===== config.mk =====
export PLATFORM = sky130hd
export DESIGN_NAME = regfile_write_arbiter
export DESIGN_NICKNAME = d
export VERILOG_FILES = /design/src/rtl/regfile_write_arbiter.sv
export SDC_FILE = /design/constraint.sdc
export NUM_CORES = 1
export LEC_CHECK = 0
export CAP_MARGIN = 5
export CORE_AREA = 8 8 128 100
export CTS_BUF_LIST = sky130_fd_sc_hd__clkbuf_4
export CTS_CLUSTER_DIAMETER = 80
export DETAILED_ROUTE_END_ITERATION = 6
export DIE_AREA = 0 0 136 108
export GPL_ROUTABILITY_DRIVEN = 0
export PLACE_DENSITY = 0.69
export SETUP_SLACK_MARGIN = 0.15
export SYNTH_ARGS = -nofsm -noshare
export SYNTH_HDL_FRONTEND = slang
export SYNTH_SLANG_ARGS = --single-unit

===== constraint.sdc =====
create_clock -name CLK -period 3.8 [get_ports CLK]
set_input_delay 0.76 -clock CLK [delete_from_list [all_inputs] [get_ports CLK]]
set_output_delay 0.76 -clock CLK [all_outputs]
set_load 0.01 [all_outputs]

===== src/rtl/regfile_write_arbiter.sv =====
// ============================================================================
// Module   : regfile_write_arbiter
// Purpose  : Round-robin arbiter merging NREQ write ports onto a single
//            register-file write port, with a built-in register clear sequence.
// Revision : 1.0  initial release
// ============================================================================
`default_nettype none

module regfile_write_arbiter #(
  parameter int NREQ   = 3,
  parameter int ADDR_W = 5,
  parameter int DATA_W = 32,
  parameter int NREGS  = 8
) (
  input  logic                     CLK,
  input  logic                     RESET,
  input  logic [NREQ-1:0]          req_valid,
  input  logic [NREQ*ADDR_W-1:0]   req_addr,
  input  logic [NREQ*DATA_W-1:0]   req_data,
  output logic [NREQ-1:0]          req_ready,
  input  logic                     stall,
  input  logic                     clear_start,
  output logic                     clear_busy,
  output logic [ADDR_W-1:0]        A3,
  output logic                     WE3,
  output logic [DATA_W-1:0]        WD3,
  output logic [1:0]               grant_id
);

  // One extra bit so the clear index can reach NREGS == 2**ADDR_W.
  localparam int                 c_CNT_W      = ADDR_W + 1;
  localparam logic [c_CNT_W-1:0] c_NREGS_CNT  = c_CNT_W'(NREGS);

  typedef enum logic [1:0] {
    S_IDLE  = 2'd0,
    S_ARB   = 2'd1,
    S_CLEAR = 2'd2
  } state_t;

  state_t               r_state;
  state_t               w_next;
  logic [1:0]           r_last_grant;
  logic [c_CNT_W-1:0]   r_clr_idx;

  logic                 w_found;
  logic [1:0]           w_gnt;
  logic [1:0]           w_cand;
  logic                 w_hs;
  logic                 w_clr_go;
  logic [ADDR_W-1:0]    w_addr;
  logic [DATA_W-1:0]    w_data;

  // Rotating priority search starting just above the last granted requester.
  always_comb begin
    w_found = 1'b0;
    w_gnt   = '0;
    w_cand  = '0;
    for (int k = 1; k <= NREQ; k++) begin
      w_cand = 2'((int'(r_last_grant) + k) % NREQ);
      if (!w_found && req_valid[w_cand]) begin
        w_found = 1'b1;
        w_gnt   = w_cand;
      end
    end
  end

  assign w_clr_go = !RESET && clear_start && (r_state != S_CLEAR);
  assign w_hs     = !RESET && (r_state == S_ARB) && !stall && !clear_start && w_found;

  always_comb begin
    req_ready = '0;
    w_addr    = '0;
    w_data    = '0;
    for (int i = 0; i < NREQ; i++) begin
      if (w_hs && (w_gnt == 2'(i))) begin
        req_ready[i] = 1'b1;
        w_addr       = req_addr[i*ADDR_W +: ADDR_W];
        w_data       = req_data[i*DATA_W +: DATA_W];
      end
    end
  end

  always_comb begin
    w_next = r_state;
    case (r_state)
      S_IDLE:  w_next = clear_start ? S_CLEAR : S_ARB;
      S_ARB:   if (clear_start) w_next = S_CLEAR;
      S_CLEAR: if (r_clr_idx == c_NREGS_CNT) w_next = S_ARB;
      default: w_next = S_IDLE;
    endcase
  end

  assign clear_busy = (r_state == S_CLEAR);

  always_ff @(posedge CLK) begin
    if (RESET) begin
      r_state      <= S_IDLE;
      r_last_grant <= 2'(NREQ - 1);
      r_clr_idx    <= '0;
      WE3          <= 1'b0;
      A3           <= '0;
      WD3          <= '0;
      grant_id     <= '0;
    end else begin
      r_state <= w_next;
      WE3     <= 1'b0;
      if (w_clr_go) begin
        // First clear write (address 0) is issued on entry to CLEAR.
        WE3       <= 1'b1;
        A3        <= '0;
        WD3       <= '0;
        r_clr_idx <= c_CNT_W'(1);
      end else if (w_hs) begin
        WE3          <= 1'b1;
        A3           <= w_addr;
        WD3          <= w_data;
        grant_id     <= w_gnt;
        r_last_grant <= w_gnt;
      end else if ((r_state == S_CLEAR) && (r_clr_idx != c_NREGS_CNT)) begin
        WE3       <= 1'b1;
        A3        <= r_clr_idx[ADDR_W-1:0];
        WD3       <= '0;
        r_clr_idx <= r_clr_idx + c_CNT_W'(1);
      end
    end
  end

endmodule

`default_nettype wire


# Word-level counts from Yosys, hierarchy flattened

Index checks and enable logic that the tools add are counted.

Bitwise logic cells: 2
Div/mod/pow operators: 3
$lt $le $gt $ge: 3
Equal/unequal tests: 10
$add $sub $neg: 4
Reduce and logical (&&, ||, !) cells: 26
Muxes and demuxes: 35

Operators by type and width:

| operator                                                              | count |
|---|---|
| 32-bit 2-to-1 mux                                                     | 5 |
| 32-bit by 3-bit modulo with 32-bit output, second input constant      | 3 |
| 5-bit 2-to-1 mux                                                      | 5 |
| 1-bit 2-to-1 mux                                                      | 15 |
| 1-bit logical AND                                                     | 12 |
| 2-bit 2-to-1 mux                                                      | 6 |
| 2-bit by 3-bit < comparator with 1-bit output, second input constant  | 3 |
| 2-bit AND reduction                                                   | 4 |
| 2-bit by 2-bit adder with 3-bit output, second input constant         | 2 |
| 6-bit by 1-bit adder with 6-bit output, second input constant         | 1 |
| 1-bit binary-select mux with 2-bit select                             | 3 |
| 6-bit by 4-bit equality test with 1-bit output, second input constant | 1 |
| 6-bit by 4-bit != test with 1-bit output, second input constant       | 1 |
| 2-bit case mux with 3 select lines                                    | 1 |
| 1-bit zero test                                                       | 5 |
| 2-bit by 1-bit equality test with 1-bit output, second input constant | 2 |
| 2-bit equality test, second input constant                            | 2 |
| 2-bit zero test                                                       | 2 |
| 2-bit by 1-bit != test with 1-bit output, second input constant       | 2 |
| 2-bit != test, second input constant                                  | 2 |
| 2-bit nonzero test                                                    | 2 |
| 2-bit by 1-bit adder with 3-bit output, second input constant         | 1 |
| 1-bit inverter                                                        | 2 |
| 2-bit OR reduction                                                    | 1 |

Register bits: 50
Bits of input ports: 118
Output and inout bits: 44
Word-level logic and storage cells: 91

# Logic depth before layout (Yosys ltp)

Gate-level depths: netlist (run 1).

Depth in word-level cells: 17
Gate-level depth with buffers: 11
Gate-level depth less buffers: 9

# Least setup slack after synthesis (run 1)

No wires, ideal clock.

Kind: reg2out
From: reg, netlist name grant_id[0]
To: out req_ready[0]
Cell stages (with the launch flop): 9
Path slack: 764 ps
Arrival time: 2276 ps
Path through: dfxtp_1 > inv_1 > ha_1 > or2_2 > a32o_2 > or3_1 > nand2_1 > clkbuf_1 > nor2_1

RTL lines:

| element       | RTL line | text |
|---|---|---|
| end, declared | 20       | `output logic [NREQ-1:0] req_ready,` |

==> results of run 1 <==
## power groups by stage
stage / registers [mW] / logic [mW] / clock network (mW)
finish: 0.522 / 0.235 / 0.385
global route: 0.523 / 0.252 / 0.423
CTS: 0.522 / 0.236 / 0.404
detailed placement: 0.533 / 0.234 / 0
global placement: 0.533 / 0.230 / 0
floorplan: 0.533 / 0.0826 / 0
## synth_stat cells (all sizes together)
master | n | area [um2]
nor2 | 78 | 320
dfxtp | 49 | 981
nand2 | 44 | 168
o31ai | 35 | 363
a2bb2oi | 32 | 280
buf | 16 | 119
a21oi | 13 | 65.1
clkbuf | 10 | 37.5
inv | 6 | 22.5
a221oi | 5 | 56.3
and3 | 5 | 31.3
ha | 5 | 62.6
nand2b | 5 | 31.3
xor2 | 4 | 35.0
nand4 | 3 | 18.8
o32ai | 3 | 26.3
a21o | 2 | 15.0
a32oi | 2 | 17.5
clkinv | 2 | 8.75
mux2i | 2 | 20.0
o21ai | 2 | 10.0
or2 | 2 | 12.5
a211oi | 1 | 7.51
a32o | 1 | 11.3
and2 | 1 | 6.26
and4b | 1 | 10.0
mux2 | 1 | 15.0
nor2b | 1 | 6.26
nor4 | 1 | 6.26
nor4b | 1 | 15.0
o211a | 1 | 10.0
o211ai | 1 | 7.51
o21a | 1 | 7.51
o22ai | 1 | 6.26
o41ai | 1 | 27.5
or3 | 1 | 6.26
## flip-flops by register name, indices dropped and copies added, names as in the netlist
signal and cells:
WD3 32, grant_id 2, r_last_grant 1, r_clr_idx 6, r_state 2, A3 5
WE3 1
## cell type report
cell class	count	share of cell area, %
diodes	1	0.0530
clock buffers	5	0.795
clock inverters	3	1.38
inverters	8	0.663
multi-input cells	256	35.9
flip-flops and latches	49	20.8
well taps	140	3.71
repair buffers	177	36.7
## routing by layer
metal,vias up,GRT usage [%],wire (um)
li1,1530,-,-
met1,1472,17.2,4900
met2,114,23.2,4920
met3,7,5.38,1050
met4,0,2.19,44
met5,-,0,0
## how the worst max path moves through the flow
stage,slack [ns],cells past startpoint,to
2_1_floorplan,0.76,8,req_ready[0]
3_3_place_gp,0.13,7,req_ready[2]
3_5_place_dp,0.12,7,req_ready[2]
4_1_cts,0.18,8,req_ready[0]
5_1_grt,0.06,7,req_ready[1]
6_report,0.23,7,req_ready[1]
## timing repair
item / in CTS / in global routing
hold buffers: 0 / 0
setup endpoints to repair: 3 / 2
pin swaps: 1 / 0
setup buffers: 1 / 0
gates resized for setup: 3 / 2
## through the flow
step	instance area, um2	util [%]
2_1_floorplan	2840	-
3_3_place_gp	4600	42.8
3_5_place_dp	4600	42.8
4_1_cts	4710	43.9
5_1_grt	4720	43.9
6_report	4720	44.0
## tightest hold or removal path, cell delays in order (launching register included)
cell     delay, ns
dfxtp_1       0.34
nand2_1       0.05
o31ai_1       0.05
## cells by family after synthesis
logic type	synth area share, %
AND/OR/NAND/NOR	22.2
AO/OA/AOI/OAI	32.0
multiplexers	1.23
adder cells (fa/ha/maj)	2.20
buffers and inverters	6.60
flip-flops	34.5
XOR/XNOR	1.23
==> reports/summary.log, run 1 <==
qor: outcome.outcome completed
qor: place.preCtsSetupSlack 0.116 ns
qor: yosys.ys_types 44
qor: critical_path.worst_setup_path_start_kind flip-flop
qor: timing.setup-violations-final 0
qor: critical_path.setup.worst_path.end_class output port
qor: route.drt-total-wl 10.9 mm
qor: critical_path.critical-path-max-stage-delay 0.56 ns
qor: yosys.seq_total_area_yosys 34.5%
qor: yosys.synthesis.instances 339
qor: critical_path.crit_path_top_delay_cell clkdlybuf4s50_1
qor: timing.timing_hold_violations_final 0
qor: yosys.syn_area 2840 um2
qor: timing.hold_slack 0.465 ns
qor: power_and_ir_drop.cellPowerDensity 242 nW/um2
qor: hold_path.worstHoldEndpoint WD3[18]
qor: route.drt_first_pass_iters 4
qor: global_routing.wire_length_of_the_first_global_routing_pass 16.6 mm
qor: layout.share_of_final_layout_standard_cells_stronger_than_drive_strength_1 13.7%
qor: global_routing.grt-ovfl-total 0
qor: route.post_drt_via_cell_ratio 4.89
qor: yosys.yosysWarningCount 0
qor: floorplan.row_count 33
qor: route.detail_route.wl_per_cell 17.1 um
qor: floorplan.coreArea 10700 um2
qor: layout.most-common-layout-cells clkdlybuf4s50_1 (159), nor2_1 (67), dfxtp_1 (48)
qor: clocking.buffer_depth_of_the_longest_clock_path 2
qor: hold_path.min_path_cells 2
qor: global_routing.grt_antenna_before_repair 0
qor: layout.fillerInstances 1079
qor: critical_path.worstReg2RegEnd A3[2]
qor: critical_path.path_max_fanout 7
qor: hold_path.kind_of_path_behind_the_tightest_hold_check flip-flop to flip-flop
qor: route.route.vias.total 3123
qor: timing.finalCritPeriodShare 94.0%
qor: layout.layout.cells.most_common clkdlybuf4s50_1
qor: floorplan.die_area 14700 um2
qor: timing.finClkSkew 0.0135 ns
qor: route.initialDrtViolationCount 119
qor: timing.fin_crit 3.57 ns
qor: power_and_ir_drop.sw_share 23.6%
qor: critical_path.r2r_start grant_id[0]
qor: clocking.cts_inserted_buffers 5
qor: layout.final_net_count 620
qor: timing.setup_repair_after_global_routing_missed_its_margin yes
qor: place.numPortBuffers 161
qor: power_and_ir_drop.finalPower 1.14 mW
qor: power_and_ir_drop.ir_drop 0.000111 V
qor: timing.fmax 0.280 GHz
qor: critical_path.type_of_the_setup_path_with_the_least_slack flip-flop to output port
qor: critical_path.critPathArrivalTime 2.81 ns
qor: timing.fin_setup_tns 0 ns
qor: critical_path.data_required_time_of_the_worst_path 3.04 ns
qor: critical_path.critical_path.cell_chain inv_1 -> ha_2 -> or2_2 -> a32o_2 -> nor4_2 -> o21a_1 -> clkdlybuf4s50_1
qor: floorplan.die_height 108 um
qor: global_routing.grt_start_max_net_pins 40
qor: floorplan.start_util 26.5%
qor: clocking.cts_htree_levels 2
qor: layout.syn_to_final_growth 65.9%
qor: yosys.mapped_nets 462
qor: run.maxCapViolations 0
qor: power_and_ir_drop.share_of_total_power_in_the_clock_network 33.7%
qor: clocking.clock_insertion_delay_worst_skew 0.38 ns
qor: critical_path.setup.worst_path.start grant_id[0]
qor: route.drc 0
qor: power_and_ir_drop.sw_power 0.269 mW
qor: critical_path.worst-path-buf-inv 2
qor: critical_path.ff2ff_setup_slack 0.94 ns
qor: timing.slew-limit-headroom 65.2%
qor: hold_path.worst_hold_startpoint WD3[18]
qor: clocking.cts_tree done
qor: place.post-dp-hpwl 8.41 mm
qor: timing.layout_setup_ws 0.230 ns
qor: layout.finish.cell_count_without_fillers 639
qor: critical_path.worst-r2r-cell-count 8
qor: power_and_ir_drop.seq_power_share 45.7%
qor: yosys.synthesis.area_per_instance 8.39 um2
qor: floorplan.pin_count 162
qor: yosys.synth.ff_latch_count 49
qor: place.place.detailed.instances 629
qor: timing.worst_tran_pin_value 0.520 ns
qor: clocking.clock_root_buffer clkbuf_4
qor: global_routing.first_global_vias 3173
qor: global_routing.overall_routing_resource_usage 14.0%
qor: route.ant_nets 0
qor: floorplan.floorplan.die.width 136 um
qor: power_and_ir_drop.internal_power 0.874 mW
qor: clocking.clock_sinks 49
qor: power_and_ir_drop.comb_power_share 20.6%
qor: layout.multiInputGateArea 1690 um2
qor: layout.seqCellArea 982 um2
qor: power_and_ir_drop.power.static_leakage 1.75 nW
qor: clocking.path_clk_slew 0.16 ns
qor: timing.final_max_slew_viol_count 0
qor: critical_path.critPathTopFamily buffers and inverters
No activity file was read; power rests on OpenSTA's default activity.
==> run 2, diff against run 1 <==
CTS_BUF_LIST = not set   (was sky130_fd_sc_hd__clkbuf_4)
==> run 2 against run 1 <==
  * Register-to-register slack gained 0.02 ns
  * Combinational power is essentially flat
  * Die area is the same
  * Sequential power is essentially flat
==> reports/summary.log, run 2 (synthesized netlist as in run 1, its figures left out) <==
qor: outcome.outcome completed
qor: layout.multiInputGateArea 1690 um2 [-0.22%]
qor: layout.top_register WD3
qor: critical_path.worstReg2RegEnd A3[2]
qor: hold_path.worstHoldEndpoint WD3[18]
qor: global_routing.grt_start_max_net_pins 40 [unchanged]
qor: route.initialDrtViolationCount 112 [-5.9%]
qor: floorplan.die_area 14700 um2 [unchanged]
qor: power_and_ir_drop.share_of_total_power_in_the_clock_network 43.1% [+9.4 points]
qor: critical_path.setup.worst_path.end_class output port
qor: critical_path.worst-r2r-cell-count 8 [unchanged]
qor: timing.final_max_slew_viol_count 0 [unchanged]
qor: timing.fmax 0.278 GHz [-0.61%]
qor: hold_path.kind_of_path_behind_the_tightest_hold_check flip-flop to flip-flop
qor: layout.finish.cell_count_without_fillers 638 [-0.16%]
qor: layout.final_area 4800 um2 [+1.7%]
qor: run.maxCapViolations 0 [unchanged]
qor: route.route.vias.total 3097 [-0.83%]
qor: layout.share_of_final_layout_standard_cells_stronger_than_drive_strength_1 13.7% [unchanged]
qor: global_routing.grt_antenna_before_repair 0 [unchanged]
qor: clocking.path_clk_slew 0.06 ns [-0.10 ns]
qor: place.place.detailed.instances 629 [unchanged]
qor: critical_path.crit_path_top_delay_cell clkdlybuf4s50_1
qor: clocking.buffer_depth_of_the_longest_clock_path 2 [unchanged]
qor: clocking.cts_tree done
qor: layout.layout.cells.most_common clkdlybuf4s50_1
qor: hold_path.worst_hold_startpoint WD3[18]
qor: timing.worst_tran_pin_value 0.468 ns [-0.0514 ns]
qor: timing.timing_hold_violations_final 0 [unchanged]
qor: power_and_ir_drop.cellPowerDensity 277 nW/um2 [+14%]
qor: critical_path.path_max_fanout 6 [-1]
qor: timing.hold_slack 0.458 ns [-0.00732 ns]
qor: route.drt_first_pass_iters 4 [unchanged]
qor: place.post-dp-hpwl 8.41 mm [unchanged]
qor: clocking.clock_insertion_delay_worst_skew 0.29 ns [-0.09 ns]
qor: floorplan.row_count 33 [unchanged]
qor: clocking.clock_sinks 49 [unchanged]
qor: timing.finClkSkew 0.00639 ns [-0.00713 ns]
qor: hold_path.min_path_cells 2 [unchanged]
qor: power_and_ir_drop.comb_power_share 17.7% [-2.9 points]
qor: power_and_ir_drop.internal_power 1.05 mW [+20%]
qor: timing.finalCritPeriodShare 94.5% [+0.58 points]
qor: layout.seqCellArea 982 um2 [unchanged]
qor: critical_path.data_required_time_of_the_worst_path 3.04 ns [about the same]
qor: critical_path.ff2ff_setup_slack 0.96 ns [+0.02 ns]
qor: route.detail_route.wl_per_cell 17.0 um [-0.56%]
qor: layout.post-route-util 44.7% [+0.75 points]
qor: critical_path.worst_setup_path_start_kind input port
qor: layout.most-common-layout-cells clkdlybuf4s50_1 (161), nor2_1 (66), dfxtp_1 (48)
qor: floorplan.die_height 108 um [unchanged]
qor: power_and_ir_drop.sw_share 21.4% [-2.2 points]
qor: place.numPortBuffers 161 [unchanged]
qor: timing.setup_repair_after_global_routing_missed_its_margin yes
qor: clocking.cts_htree_levels 2 [unchanged]
qor: layout.fillerInstances 1064 [-1.4%]
qor: power_and_ir_drop.ir_drop 0.000145 V [+30%]
qor: power_and_ir_drop.power.static_leakage 1.77 nW [+0.87%]
qor: clocking.cts_inserted_buffers 5 [unchanged]
qor: floorplan.pin_count 162 [unchanged]
qor: timing.slew-limit-headroom 68.8% [+3.6 points]
qor: route.post_drt_via_cell_ratio 4.85 [-0.68%]
qor: critical_path.type_of_the_setup_path_with_the_least_slack input port to output port
qor: critical_path.critical-path-max-stage-delay 0.54 ns [-0.02 ns]
qor: critical_path.r2r_start grant_id[0]
qor: global_routing.grt-ovfl-total 0 [unchanged]
qor: floorplan.start_util 26.5% [unchanged]
qor: layout.final_net_count 620 [unchanged]
qor: global_routing.first_global_vias 3159 [-0.44%]
qor: power_and_ir_drop.finalPower 1.33 mW [+16%]
qor: floorplan.coreArea 10700 um2 [unchanged]
qor: layout.syn_to_final_growth 68.8%
qor: critical_path.critPathArrivalTime 2.83 ns [+0.02 ns]
qor: route.ant_nets 0 [unchanged]
qor: place.post_dp_cell_area 4600 um2 [unchanged]
qor: timing.layout_setup_ws 0.208 ns [-0.0219 ns]
qor: global_routing.overall_routing_resource_usage 13.9% [-0.059 points]
qor: power_and_ir_drop.sw_power 0.284 mW [+5.6%]
qor: clocking.clock_root_buffer clkbuf_16
qor: layout.largest_register_ff_count 32 [unchanged]
qor: critical_path.critical_path.cell_chain clkdlybuf4s50_1 -> mux2_4 -> a32o_2 -> o41ai_4 -> nand2_2 -> clkinv_2 -> clkdlybuf4s50_1
qor: route.drc 0 [unchanged]
qor: critical_path.crit_top_cell clkdlybuf4s50_1
qor: power_and_ir_drop.seq_power_share 39.2% [-6.5 points]
qor: timing.setup-violations-final 0 [unchanged]
qor: layout.regs_by_ff_count WD3: 32 flops, r_clr_idx: 6 flops, A3: 5 flops
qor: timing.fin_crit 3.59 ns [+0.0219 ns]
qor: place.preCtsSetupSlack 0.116 ns [unchanged]
qor: timing.fin_setup_tns 0 ns [unchanged]
qor: route.drt-total-wl 10.8 mm [-0.71%]
qor: floorplan.floorplan.die.width 136 um [unchanged]
qor: global_routing.wire_length_of_the_first_global_routing_pass 16.6 mm [-0.12%]
qor: layout.antenna_cells_inserted 0 [-1]
==> run 2: worst max path at each step <==
stage	to	startpoint	slack, ns
after global routing	req_ready[2]	req_valid[0]	0.15
after floorplan	req_ready[0]	grant_id[0]	0.76
after detailed placement	req_ready[2]	req_valid[1]	0.12
final	req_ready[2]	req_valid[0]	0.21
after CTS	req_ready[2]	grant_id[0]	0.16
after global placement	req_ready[2]	req_valid[0]	0.13
==> run 2: per-layer routing <==
layer  vias up  share of wire, %  track usage [%]
met5         -                 0                0
met4         0              0.42             2.19
met3         8               9.7             5.33
met2       108                45             23.2
met1      1459                45             17.1
li1       1522                 -                -
==> run 2: worst max-delay path, delay by kind of cell <==
family | cells | cell delay (ns)
mux | 1 | 0.27
compound gates | 2 | 0.62
buf+inv | 3 | 1.07
simple gates | 1 | 0.11
==> run 2: power groups by stage <==
stage | registers (mW) | clock network, mW | logic, mW
after floorplan | 0.533 | 0 | 0.0826
after global placement | 0.533 | 0 | 0.230
after detailed placement | 0.533 | 0 | 0.234
after CTS | 0.521 | 0.598 | 0.236
after global routing | 0.522 | 0.617 | 0.252
final | 0.522 | 0.573 | 0.235
==> run 2: layout make-up <==
| cell class | instances | share of cell area (%) |
|---|---|---|
| Multi-Input combinational cell | 256 | 35.2 |
| Tap cell | 140 | 3.65 |
| Clock inverter | 3 | 1.36 |
| Clock buffer | 5 | 2.61 |
| Timing Repair Buffer | 177 | 36.1 |
| Sequential cell | 49 | 20.5 |
| Inverter | 8 | 0.652 |
==> run 2: repair_timing <==
item,CTS,global route
gates cloned,0,0
endpoints found under the setup margin,1,3
gates resized for setup,0,3
pin swaps,1,0
hold buffers,0,0
buffers inserted,1,0
==> run 3, diff against run 2 <==
ABC_CLOCK_PERIOD_IN_PS = 3800   (was not set)
CTS_CLUSTER_SIZE = 40   (was not set)
==> results of run 3 <==
Same layout as run 2: the final DEF is identical, and so are final timing and power.
